[src/rtl/pipeline_hazard_ctrl.sv]
// Hazard controller for the 5-stage pipeline: destination-tag scoreboard, operand
// forwarding selects, load-use stall, taken-branch flush and post-reset NOP warm-up.
module pipeline_hazard_ctrl #(
  parameter int WARMUP_CYCLES = 2,
  parameter int CNT_W         = 16
) (
  input  logic             clk,
  input  logic             R,
  input  logic [3:0]       id_rn,
  input  logic [3:0]       id_rm,
  input  logic [3:0]       id_rs,
  input  logic             id_rn_used,
  input  logic             id_rm_used,
  input  logic             id_rs_used,
  input  logic [3:0]       id_rd,
  input  logic             id_rf_enable,
  input  logic             id_load_instr,
  input  logic             branch_taken,
  output logic             pc_le,
  output logic             ifid_le,
  output logic             ifid_flush,
  output logic             nop_sel,
  output logic [1:0]       fwd_a,
  output logic [1:0]       fwd_b,
  output logic [1:0]       fwd_c,
  output logic [CNT_W-1:0] stall_count,
  output logic [CNT_W-1:0] flush_count
);

  localparam int WW = (WARMUP_CYCLES > 1) ? $clog2(WARMUP_CYCLES) : 1;
  localparam logic [WW-1:0] WARM_LAST = WW'(WARMUP_CYCLES - 1);

  typedef enum logic [1:0] {WARMUP, RUN, STALL, FLUSH} state_t;

  typedef struct packed {
    logic       valid;
    logic [3:0] rd;
    logic       is_load;
  } sb_entry_t;

  state_t          state_reg, state_next;
  logic [WW-1:0]   warm_cnt_reg;
  sb_entry_t       ex_reg, mem_reg, wb_reg;
  sb_entry_t       id_entry;

  logic [2:0][3:0] src;
  logic [2:0]      src_used;
  logic [2:0][1:0] fwd_sel;
  logic [2:0]      lu_hit;
  logic            lu;

  assign src      = {id_rs, id_rm, id_rn};
  assign src_used = {id_rs_used, id_rm_used, id_rn_used};

  // r15 is the PC, never a forwarded GPR; a loaded EX result cannot be forwarded yet.
  generate
    for (genvar gi = 0; gi < 3; gi++) begin : g_src
      logic live, ex_hit, mem_hit, wb_hit;
      assign live    = src_used[gi] && (src[gi] != 4'd15);
      assign ex_hit  = live && ex_reg.valid  && (ex_reg.rd  == src[gi]);
      assign mem_hit = live && mem_reg.valid && (mem_reg.rd == src[gi]);
      assign wb_hit  = live && wb_reg.valid  && (wb_reg.rd  == src[gi]);
      assign lu_hit[gi]  = ex_hit && ex_reg.is_load;
      assign fwd_sel[gi] = (ex_hit && !ex_reg.is_load) ? 2'b01 :
                           mem_hit                     ? 2'b10 :
                           wb_hit                      ? 2'b11 : 2'b00;
    end
  endgenerate

  assign lu    = |lu_hit;
  assign fwd_a = fwd_sel[0];
  assign fwd_b = fwd_sel[1];
  assign fwd_c = fwd_sel[2];

  // Outputs respond in the same cycle as the hazard; a stall takes priority over a branch.
  always_comb begin
    pc_le      = 1'b0;
    ifid_le    = 1'b0;
    ifid_flush = 1'b0;
    nop_sel    = 1'b1;
    state_next = state_reg;
    case (state_reg)
      WARMUP: begin
        if (warm_cnt_reg == WARM_LAST) state_next = RUN;
      end
      default: begin
        if (lu) begin
          state_next = STALL;
        end else begin
          pc_le   = 1'b1;
          ifid_le = 1'b1;
          nop_sel = 1'b0;
          if (branch_taken) begin
            ifid_flush = 1'b1;
            state_next = FLUSH;
          end else begin
            state_next = RUN;
          end
        end
      end
    endcase
  end

  always_comb begin
    id_entry.valid   = id_rf_enable && !nop_sel && !ifid_flush;
    id_entry.rd      = id_rd;
    id_entry.is_load = id_load_instr;
  end

  always_ff @(posedge clk or negedge R) begin
    if (!R) begin
      state_reg    <= WARMUP;
      warm_cnt_reg <= '0;
      ex_reg       <= '0;
      mem_reg      <= '0;
      wb_reg       <= '0;
      stall_count  <= '0;
      flush_count  <= '0;
    end else begin
      state_reg <= state_next;
      if (state_reg == WARMUP && warm_cnt_reg != WARM_LAST)
        warm_cnt_reg <= warm_cnt_reg + WW'(1);
      ex_reg  <= id_entry;
      mem_reg <= ex_reg;
      wb_reg  <= mem_reg;
      if (state_reg != WARMUP && lu && stall_count != '1)
        stall_count <= stall_count + CNT_W'(1);
      if (ifid_flush && flush_count != '1)
        flush_count <= flush_count + CNT_W'(1);
    end
  end

endmodule

[config.mk]
export PLATFORM = sky130hd
export DESIGN_NAME = pipeline_hazard_ctrl
export DESIGN_NICKNAME = d
export VERILOG_FILES = /design/src/rtl/pipeline_hazard_ctrl.sv
export SDC_FILE = /design/constraint.sdc
export NUM_CORES = 1
export LEC_CHECK = 0
export BUFFER_PORTS_ARGS = -buffer_cell sky130_fd_sc_hd__buf_2
export CAP_MARGIN = 20
export CORE_MARGIN = 5
export CORE_UTILIZATION = 55
export DETAILED_ROUTE_END_ITERATION = 10
export GPL_TIMING_DRIVEN = 0
export PLACE_DENSITY = 0.79
export SYNTH_ARGS = -nofsm -noshare
export SYNTH_HDL_FRONTEND = slang
export SYNTH_SLANG_ARGS = --single-unit
export TNS_END_PERCENT = 20
[constraint.sdc]
create_clock -name clk -period 3.55 [get_ports clk]
set_input_delay 0.355 -clock clk [delete_from_list [all_inputs] [get_ports clk]]
set_output_delay 0.355 -clock clk [all_outputs]
set_load 0.02 [all_outputs]
# ---- Word-level counts from Yosys, hierarchy flattened
# Cells that the tools add are included.
dict set report classes {
  n_addsub 3
  mul 0
  n_div 0
  n_lt_le_gt_ge 0
  eq_ne 15
  shifts 0
  muxes 20
  bitwise 1
  n_reduce_logical 39
}
# op count
set ops {}
lappend ops {{$eq A4 B4 Y1} 9}
lappend ops {{$logic_and A1 B1 Y1} 33}
lappend ops {{$add A16 B1 Y16 const B} 2}
lappend ops {{$ne A16 B16 Y1 const B} 2}
lappend ops {{$mux W2} 13}
lappend ops {{$ne A4 B4 Y1 const B} 3}
lappend ops {{$mux W1} 7}
lappend ops {{$logic_not A1 Y1} 3}
lappend ops {{$reduce_or A3 Y1} 1}
lappend ops {{$logic_not A2 Y1} 1}
lappend ops {{$ne A2 B2 Y1 const B} 1}
lappend ops {{$reduce_bool A2 Y1} 1}
lappend ops {{$add A1 B1 Y1 const B} 1}
lappend ops {{$not A1 Y1} 1}
dict set report word_totals {
  regBits 51
  latch_bits 0
  ramBits 0
  romBits 0
  inputBits 24
  n_memories 0
}

# ---- Longest topological paths before layout
# Gate-level depths: netlist (run 1).
dict set report depth {
  depth_word 11
  mapped_depth 8
}

# ---- Least setup slack after synthesis (run 1)
# Ideal clock, no wire load.
dict set report synth_path {
  path_kind {flip-flop to output port}
  from {register ex_reg[3] (netlist name)}
  to {output pc_le}
  t_arrival_ps 1901
  required_ps 3195
  slack_ps 1294
  stages_incl_launch_ff 9
  n_path_buf 2
  cell_sequence {dfrtp_1 xnor2_1 nand3_2 nor3_4 o31a_1 buf_6 or2_1 inv_1 buf_4}
}
dict set report synth_between {
  elab_chain_cells 6
}
# element line_no
set synth_lines {}
lappend synth_lines {{start, declared} 43} ;# sb_entry_t ex_reg, mem_reg, wb_reg;
lappend synth_lines {{start signal, assigned} 123} ;# ex_reg <= id_entry;
lappend synth_lines {{$eq A4 B4 Y1} 60} ;# assign ex_hit = live && ex_reg.valid && (ex_reg.rd == src[gi]);
lappend synth_lines {{$logic_and A1 B1 Y1} 60}
lappend synth_lines {{$logic_and A1 B1 Y1} 63} ;# assign lu_hit[gi] = ex_hit && ex_reg.is_load;
lappend synth_lines {{$reduce_or A3 Y1 (*)} 70} ;# assign lu = |lu_hit;
lappend synth_lines {{$mux W1 (*) (2 in a row)} n/a}
lappend synth_lines {{end, declared} 19} ;# output logic pc_le,
# Mark *: on every way between the ends. The rest lies on a longest branch, timed or not.

# ---- Worst setup path after layout (run 1)
dict set report layout_path {
  from {register ex_reg[2] (netlist name)}
  to {output pc_le}
}
dict set report layout_between {
  elab_chain_cells 6
}
# element line_no
set layout_lines {}
lappend layout_lines {{$eq A4 B4 Y1} 60}
lappend layout_lines {{$logic_and A1 B1 Y1} 60}
lappend layout_lines {{$logic_and A1 B1 Y1} 63}
lappend layout_lines {{$reduce_or A3 Y1 (*)} 70}
lappend layout_lines {{$mux W1 (*)} 87} ;# if (lu) begin
lappend layout_lines {{$mux W1 (*)} 82} ;# case (state_reg)
# Marks and branches as above.

==> results.sh, run 1 <==
export IMPL_overflow=0
export IMPL_dr_pass1_iters=5
export IMPL_antenna_found_initial=0
export IMPL_cp_end_kind="primary output"
export IMPL_outcome="completed"
export IMPL_hold_start="id_rd[0]"
export IMPL_fillerInstances=433
export IMPL_ant_nets=0
export IMPL_io_buffers=65
export IMPL_route_detailed_drc=0
export IMPL_peakVddDrop_uv=473.5
export IMPL_die_width_um=81.34
export IMPL_fin_crit_ps=2667
export IMPL_synthTopCellsByArea="dfrtp_1 (46%), xnor2_1 (14%), xor2_1 (6.3%), nand3_1 (3.2%), nand4_1 (3.1%)"
export IMPL_die_area_sq_mm=0.006615
export IMPL_core_area_sq_mm=0.005010
export IMPL_crit_arrival_ps=2310
export IMPL_clock_latency_ps=300
export IMPL_final_seq_area_sq_mm=0.001276
export IMPL_synth_area_sq_mm=0.002799
export IMPL_routedWlPerCell_um=14.98
export IMPL_rows=26
export IMPL_initial_core_util=0.5587
export IMPL_critPathRequiredTime_ps=3190
export IMPL_clkTransAtPathRegs_ps=80
export IMPL_synth_net_count=280
export IMPL_pin_count=66
export IMPL_cts_tree="built"
export IMPL_crit_path_start="ex_reg[2]"
export IMPL_yosys_register_bits=51
export IMPL_synth_edf_count=0
export IMPL_htree_levels=2
export IMPL_wl_mm=5.976
export IMPL_drtIter0Drc=99
export IMPL_numClockSinks=51
export IMPL_powerDensity_mw_per_mm2=409.5
export IMPL_path_class="flop to primary output"
export IMPL_finalMaxSlewViolations=0
export IMPL_viasPerCell=5.341
export IMPL_cts_setup_buffers=0
export IMPL_min_path_type="input pin to flop"
export IMPL_p_leak_nw=1.527
export IMPL_period_share=0.7513
export IMPL_syn_inst=254
export IMPL_synth_top_area_frac=0.4560
export IMPL_fin_cells=399
export IMPL_synth_commonest_cells="dfrtp_1 (51), xnor2_1 (44), xor2_1 (20), nand3_1 (18), nand2_1 (17)"
export IMPL_worstMarginPinSlew_ps=671.7
export IMPL_fin_tns_setup_ps=0
export IMPL_ys_types=44
export IMPL_final_cell_area_sq_mm=0.003326
export IMPL_cts_max_path_buffers=2
export IMPL_yosysMostFrequentCell="dfrtp_1"
export IMPL_grt_max_degree=36
export IMPL_fin_worst_skew_ps=10.71
export IMPL_track_usage=0.1956
export IMPL_dpl_hpwl_mm=4.747
export IMPL_vias=2131
export IMPL_yosysTopAreaCell="dfrtp_1"
export IMPL_grt_pass1_wl_mm=10.04
export IMPL_max_cap_violations=0
export IMPL_setup_violations=0
export IMPL_yosysSeqAreaShare=0.4560
export IMPL_drive_gt1_frac=0.3070
export IMPL_yosysWarnings=0
export IMPL_max_slew_margin_rel=0.5501
export IMPL_diodes=0
export IMPL_rsz0062_at_grt="false"
export IMPL_die_y_um=81.34
export IMPL_fmaxAchievable_mhz=375.0
export IMPL_cts_root_buffer="clkbuf_8"
export IMPL_hold_viol_final=0
export IMPL_crit_path_start_kind="flop"
export IMPL_syn2layout_area_growth_pct=18.82
export IMPL_first_global_vias=2134
export IMPL_placed_cells=390
export IMPL_async_flop_share=1.000
export IMPL_layout_nets=354
export IMPL_multiInputGateArea_sq_mm=0.001449
export IMPL_gp_congestion=0.8707
export IMPL_numCtsBuffers=5
export IMPL_synthFlopType="dfrtp_1"
export IMPL_rr_startpoint="flush_count[0]"
export IMPL_syn_avg_cell_area_sq_um=11.02
export IMPL_dpl_instance_area_sq_mm=0.003232
export IMPL_cp_max_fo=10
## layout by cell type, fill, tap and decap left out, drive strengths merged, types with 2 or more instances in the layout
cell type	n
nor4	7
nor3	9
or2	3
nand4	14
dfrtp	51
nand2b	5
clkbuf	6
nand4b	2
xor2	20
nand3	20
nor2	12
and3	4
xnor2	45
or3	3
nand3b	3
o22a	3
clkinv	3
ha	2
nor3b	4
mux2	3
nand2	19
buf	71
o21ai	3
o31a	2
inv	6
## area by class of cell
class                           count  share of cell area
Multi-Input combinational cell    191              0.4357
Sequential cell                    51              0.3837
Timing Repair Buffer               67              0.1068
Tap cell                           70             0.02634
Clock buffer                        5             0.02069
Buffer                              6             0.01543
Inverter                            6            0.006772
Clock inverter                      3            0.004515
## stage by stage
stage / setup slack [ps] / utilization / total power [mW] / hold WS, ps
5_1_grt: 690.6 / 0.6638 / 1.439 / 141.8
4_1_cts: 839.7 / 0.6638 / 1.376 / 153.1
3_5_place_dp: 1135 / 0.6451 / 1.052 / 311.6
2_1_floorplan: 1294 / - / 0.9209 / 59.41
6_report: 883.0 / 0.6638 / 1.362 / 160.4
3_3_place_gp: 1192 / 0.6411 / 1.034 / 398.4
## critical path, stage by stage, from the launching register on
cell and delay [ps]:
dfrtp_1 440, xnor2_1 230, nand3_2 140, nor3_4 280, o31a_1 230, buf_6 170
or2_1 170, inv_1 80, buf_4 120, buf_2 150
## layer usage
layer,part of all wire,GRT usage,wire length [um]
met3,0.054,0.03769,323
met1,0.45,0.2555,2671
met5,0,0,0
met4,0.021,0.06926,125
met2,0.48,0.3233,2854
## worst paths after layout
path,to,slack [ps],depth (start not counted)
max,pc_le,880,9
min,ex_reg[1],160,1
max reg2reg,flush_count[1],1290,6
min reg2reg,wb_reg[5],430,0
max in group asynchronous,mem_reg[3],2520,3
min in group asynchronous,stall_count[10],510,2
## kinds of logic after synthesis
group / after synthesis / synth area share
muxes: 3 / 0.01341
xor gates and xnor gates: 65 / 0.2061
adders and majority gates: 2 / 0.008939
and+or+nand+nor: 109 / 0.2512
DFF: 51 / 0.4560
AOI/OAI and AO/OA: 12 / 0.03800
buffers and inverters: 12 / 0.02637
## where the power goes
group          total [mW]  leakage, nW  switching (mW)  internal [mW]
clock network       0.322       0.0477           0.187          0.135
logic               0.313        0.828           0.179          0.134
registers           0.727        0.651          0.0844          0.643
## repair_timing
item                      CTS  global route
hold endpoints to repair   16             0
gates resized for setup     0             0
hold buffers                1             0
No activity file was read; power rests on OpenSTA's default activity.
==> run 2, diff against run 1 <==
--- a/config.mk
+++ b/config.mk
@@ -8,10 +8,10 @@
 export BUFFER_PORTS_ARGS = -buffer_cell sky130_fd_sc_hd__buf_2
 export CAP_MARGIN = 20
 export CORE_MARGIN = 5
-export CORE_UTILIZATION = 55
+export CORE_UTILIZATION = 54
 export DETAILED_ROUTE_END_ITERATION = 10
 export GPL_TIMING_DRIVEN = 0
-export PLACE_DENSITY = 0.79
+export PLACE_DENSITY = 0.78
 export SYNTH_ARGS = -nofsm -noshare
 export SYNTH_HDL_FRONTEND = slang
 export SYNTH_SLANG_ARGS = --single-unit
==> constraint.sdc (replaced) <==
create_clock -name clk -period 2.6 [get_ports clk]
set_input_delay 0.26 -clock clk [delete_from_list [all_inputs] [get_ports clk]]
set_output_delay 0.26 -clock clk [all_outputs]
set_load 0.02 [all_outputs]
==> run 2 against run 1 <==
Compared with the run above: clock power increased by 80%; worst hold slack got worse by 96 ps; first-iteration DRC count decreased by 18%; cell area increased by 2.9%; core utilization increased by 1.0 points; flip-flop and latch count unchanged; total power increased by 47%; sequential share of layout area decreased by 0.96 points; sequential power increased by 37%; global-route usage decreased by 0.43 points; via count decreased by 0.66%; setup slack got worse by 710 ps.
==> results.sh, run 2 (synthesis results as in run 1) <==
export IMPL_outcome="completed"
export IMPL_htree_levels=2
export IMPL_cts_root_buffer="clkbuf_8"
export IMPL_rows=26
export IMPL_path_class="flop to primary output"
export IMPL_cp_max_fo=10
export IMPL_max_slew_margin_rel=0.5429
export IMPL_cts_tree="built"
export IMPL_track_usage=0.1913
export IMPL_fin_worst_skew_ps=12.49
export IMPL_syn2layout_area_growth_pct=22.22
export IMPL_power_switching_uw=619.9
export IMPL_layout_commonest_cell="buf_2"
export IMPL_powerDensity_mw_per_mm2=584.4
export IMPL_critPathRequiredTime_ps=2340
export IMPL_period_share=0.9321
export IMPL_layout_nets=358
export IMPL_overflow=0
export IMPL_final_cell_area_sq_mm=0.003421
export IMPL_total_power_mw=1.999
export IMPL_worstMarginPinSlew_ps=682.5
export IMPL_mostFrequentLayoutCells="buf_2 (66), dfrtp_1 (48), xnor2_1 (42)"
export IMPL_vias=2117
export IMPL_crit_arrival_ps=2160
export IMPL_drive_gt1_frac=0.3333
export IMPL_min_path_type="input pin to flop"
export IMPL_route_detailed_drc=0
export IMPL_die_area_sq_mm=0.006723
export IMPL_initial_core_util=0.5515
export IMPL_antenna_found_initial=0
export IMPL_clock_power_share=0.290
export IMPL_die_y_um=82.00
export IMPL_pin_count=66
export IMPL_cts_max_path_buffers=2
export IMPL_first_global_vias=2073
export IMPL_drtIter0Drc=81
export IMPL_diodes=0
export IMPL_io_buffers=65
export IMPL_setup_violations=0
export IMPL_p_leak_nw=1.579
export IMPL_hold_ws_ps=64.48
export IMPL_critPathSlowestCell="dfrtp_2"
export IMPL_cp_top_family="buffers and inverters"
export IMPL_fin_cells=403
export IMPL_wl_mm=5.901
export IMPL_viasPerCell=5.253
export IMPL_grt_max_degree=28
export IMPL_grt_pass1_wl_mm=9.873
export IMPL_ant_nets=0
export IMPL_dpl_instance_area_sq_mm=0.003232
export IMPL_core_area_sq_mm=0.005075
export IMPL_cp_num_buf_inv=4
export IMPL_fmaxAchievable_mhz=412.6
export IMPL_crit_path_start_kind="flop"
export IMPL_max_cap_violations=0
export IMPL_die_width_um=82.00
export IMPL_clock_latency_ps=300
export IMPL_intPower_mw=1.379
export IMPL_critPathMaxStageDelay_ps=460
export IMPL_cp_end_kind="primary output"
export IMPL_placed_cells=390
export IMPL_numClockSinks=51
export IMPL_dr_pass1_iters=4
export IMPL_fin_crit_ps=2424
export IMPL_finalMaxSlewViolations=0
export IMPL_clkTransAtPathRegs_ps=80
export IMPL_numCtsBuffers=5
export IMPL_crit_chain="xnor2_1 -> nand3_1 -> nor3_4 -> o31a_1 -> buf_6 -> or2_4 -> inv_1 -> buf_4 -> buf_2"
export IMPL_switching_share=0.3101
export IMPL_routedWlPerCell_um=14.64
export IMPL_hold_viol_final=0
export IMPL_combPwrFrac=0.213
export IMPL_gp_congestion=0.8489
export IMPL_peakVddDrop_uv=578.3
export IMPL_seq_power_share=0.497
export IMPL_dpl_hpwl_mm=4.539
run 2: cell count changes in the layout (fill, tap and decap cells not counted), sizes merged:
cell | previous run | this run
buf | 71 | 75
bufinv | 0 | 1
clkbuf | 6 | 7
clkinv | 3 | 0
inv | 6 | 7
run 2: area by class of cell:
class | instances | area [sq um]
fill | 418 | 1654
multi-input combinational | 191 | 1473
sequential | 51 | 1280
timing repair buffer | 71 | 385.4
tap | 70 | 87.58
clock buffer | 6 | 82.58
buffer | 6 | 51.30
clock inverter | 2 | 38.79
inverter | 6 | 22.52
run 2: what timing repair did:
action	CTS	global route
setup endpoints to repair	1	2
setup buffers	0	4
hold buffers	1	0
gates resized for setup	0	7
pin swaps	1	6
hold endpoints to repair	24	0
run 2: metal layers:
layer | vias up | global-route usage | share of wire
met5 | - | 0 | 0
met4 | 0 | 0.05482 | 0.013
met3 | 9 | 0.03399 | 0.052
met2 | 64 | 0.3199 | 0.48
met1 | 1002 | 0.2542 | 0.46
li1 | 1042 | - | -
run 2: worst register-to-register path, stage by stage, from the launching register on:
cell	delay, ps
dfrtp_1	440
ha_1	270
nand4_1	170
nor2_1	110
a31oi_1	590
nand2b_1	220
mux2_1	340
run 2: power by group through the flow:
stage | Combinational [mW] | Clock [mW] | Sequential [mW]
floorplan | 0.195 | 0 | 1.06
global placement | 0.411 | 0 | 1.00
detailed placement | 0.429 | 0 | 1.00
CTS | 0.430 | 0.594 | 0.991
global route | 0.477 | 0.630 | 1.01
finish | 0.427 | 0.579 | 0.994
run 2: path summary, 6_finish.rpt:
check | from | to | slack (ps) | cells after the start
min | id_rd[0] | ex_reg[1] | 60 | 1
max in group asynchronous | R | ex_reg[3] | 1550 | 3
max | ex_reg[1] | pc_le | 180 | 9
min in group asynchronous | R | flush_count[1] | 480 | 2
min reg2reg | mem_reg[5] | wb_reg[5] | 420 | 0
max reg2reg | flush_count[0] | flush_count[1] | 350 | 6
run 2: stage by stage:
step,util,setup TNS [ps],setup WS [ps]
6_report,0.6741,0,176.4
5_1_grt,0.6741,-6.611,-6.611
4_1_cts,0.6627,0,7.674
3_5_place_dp,0.6368,0,341.6
3_3_place_gp,0.6329,0,377.7
2_1_floorplan,-,0,439.4
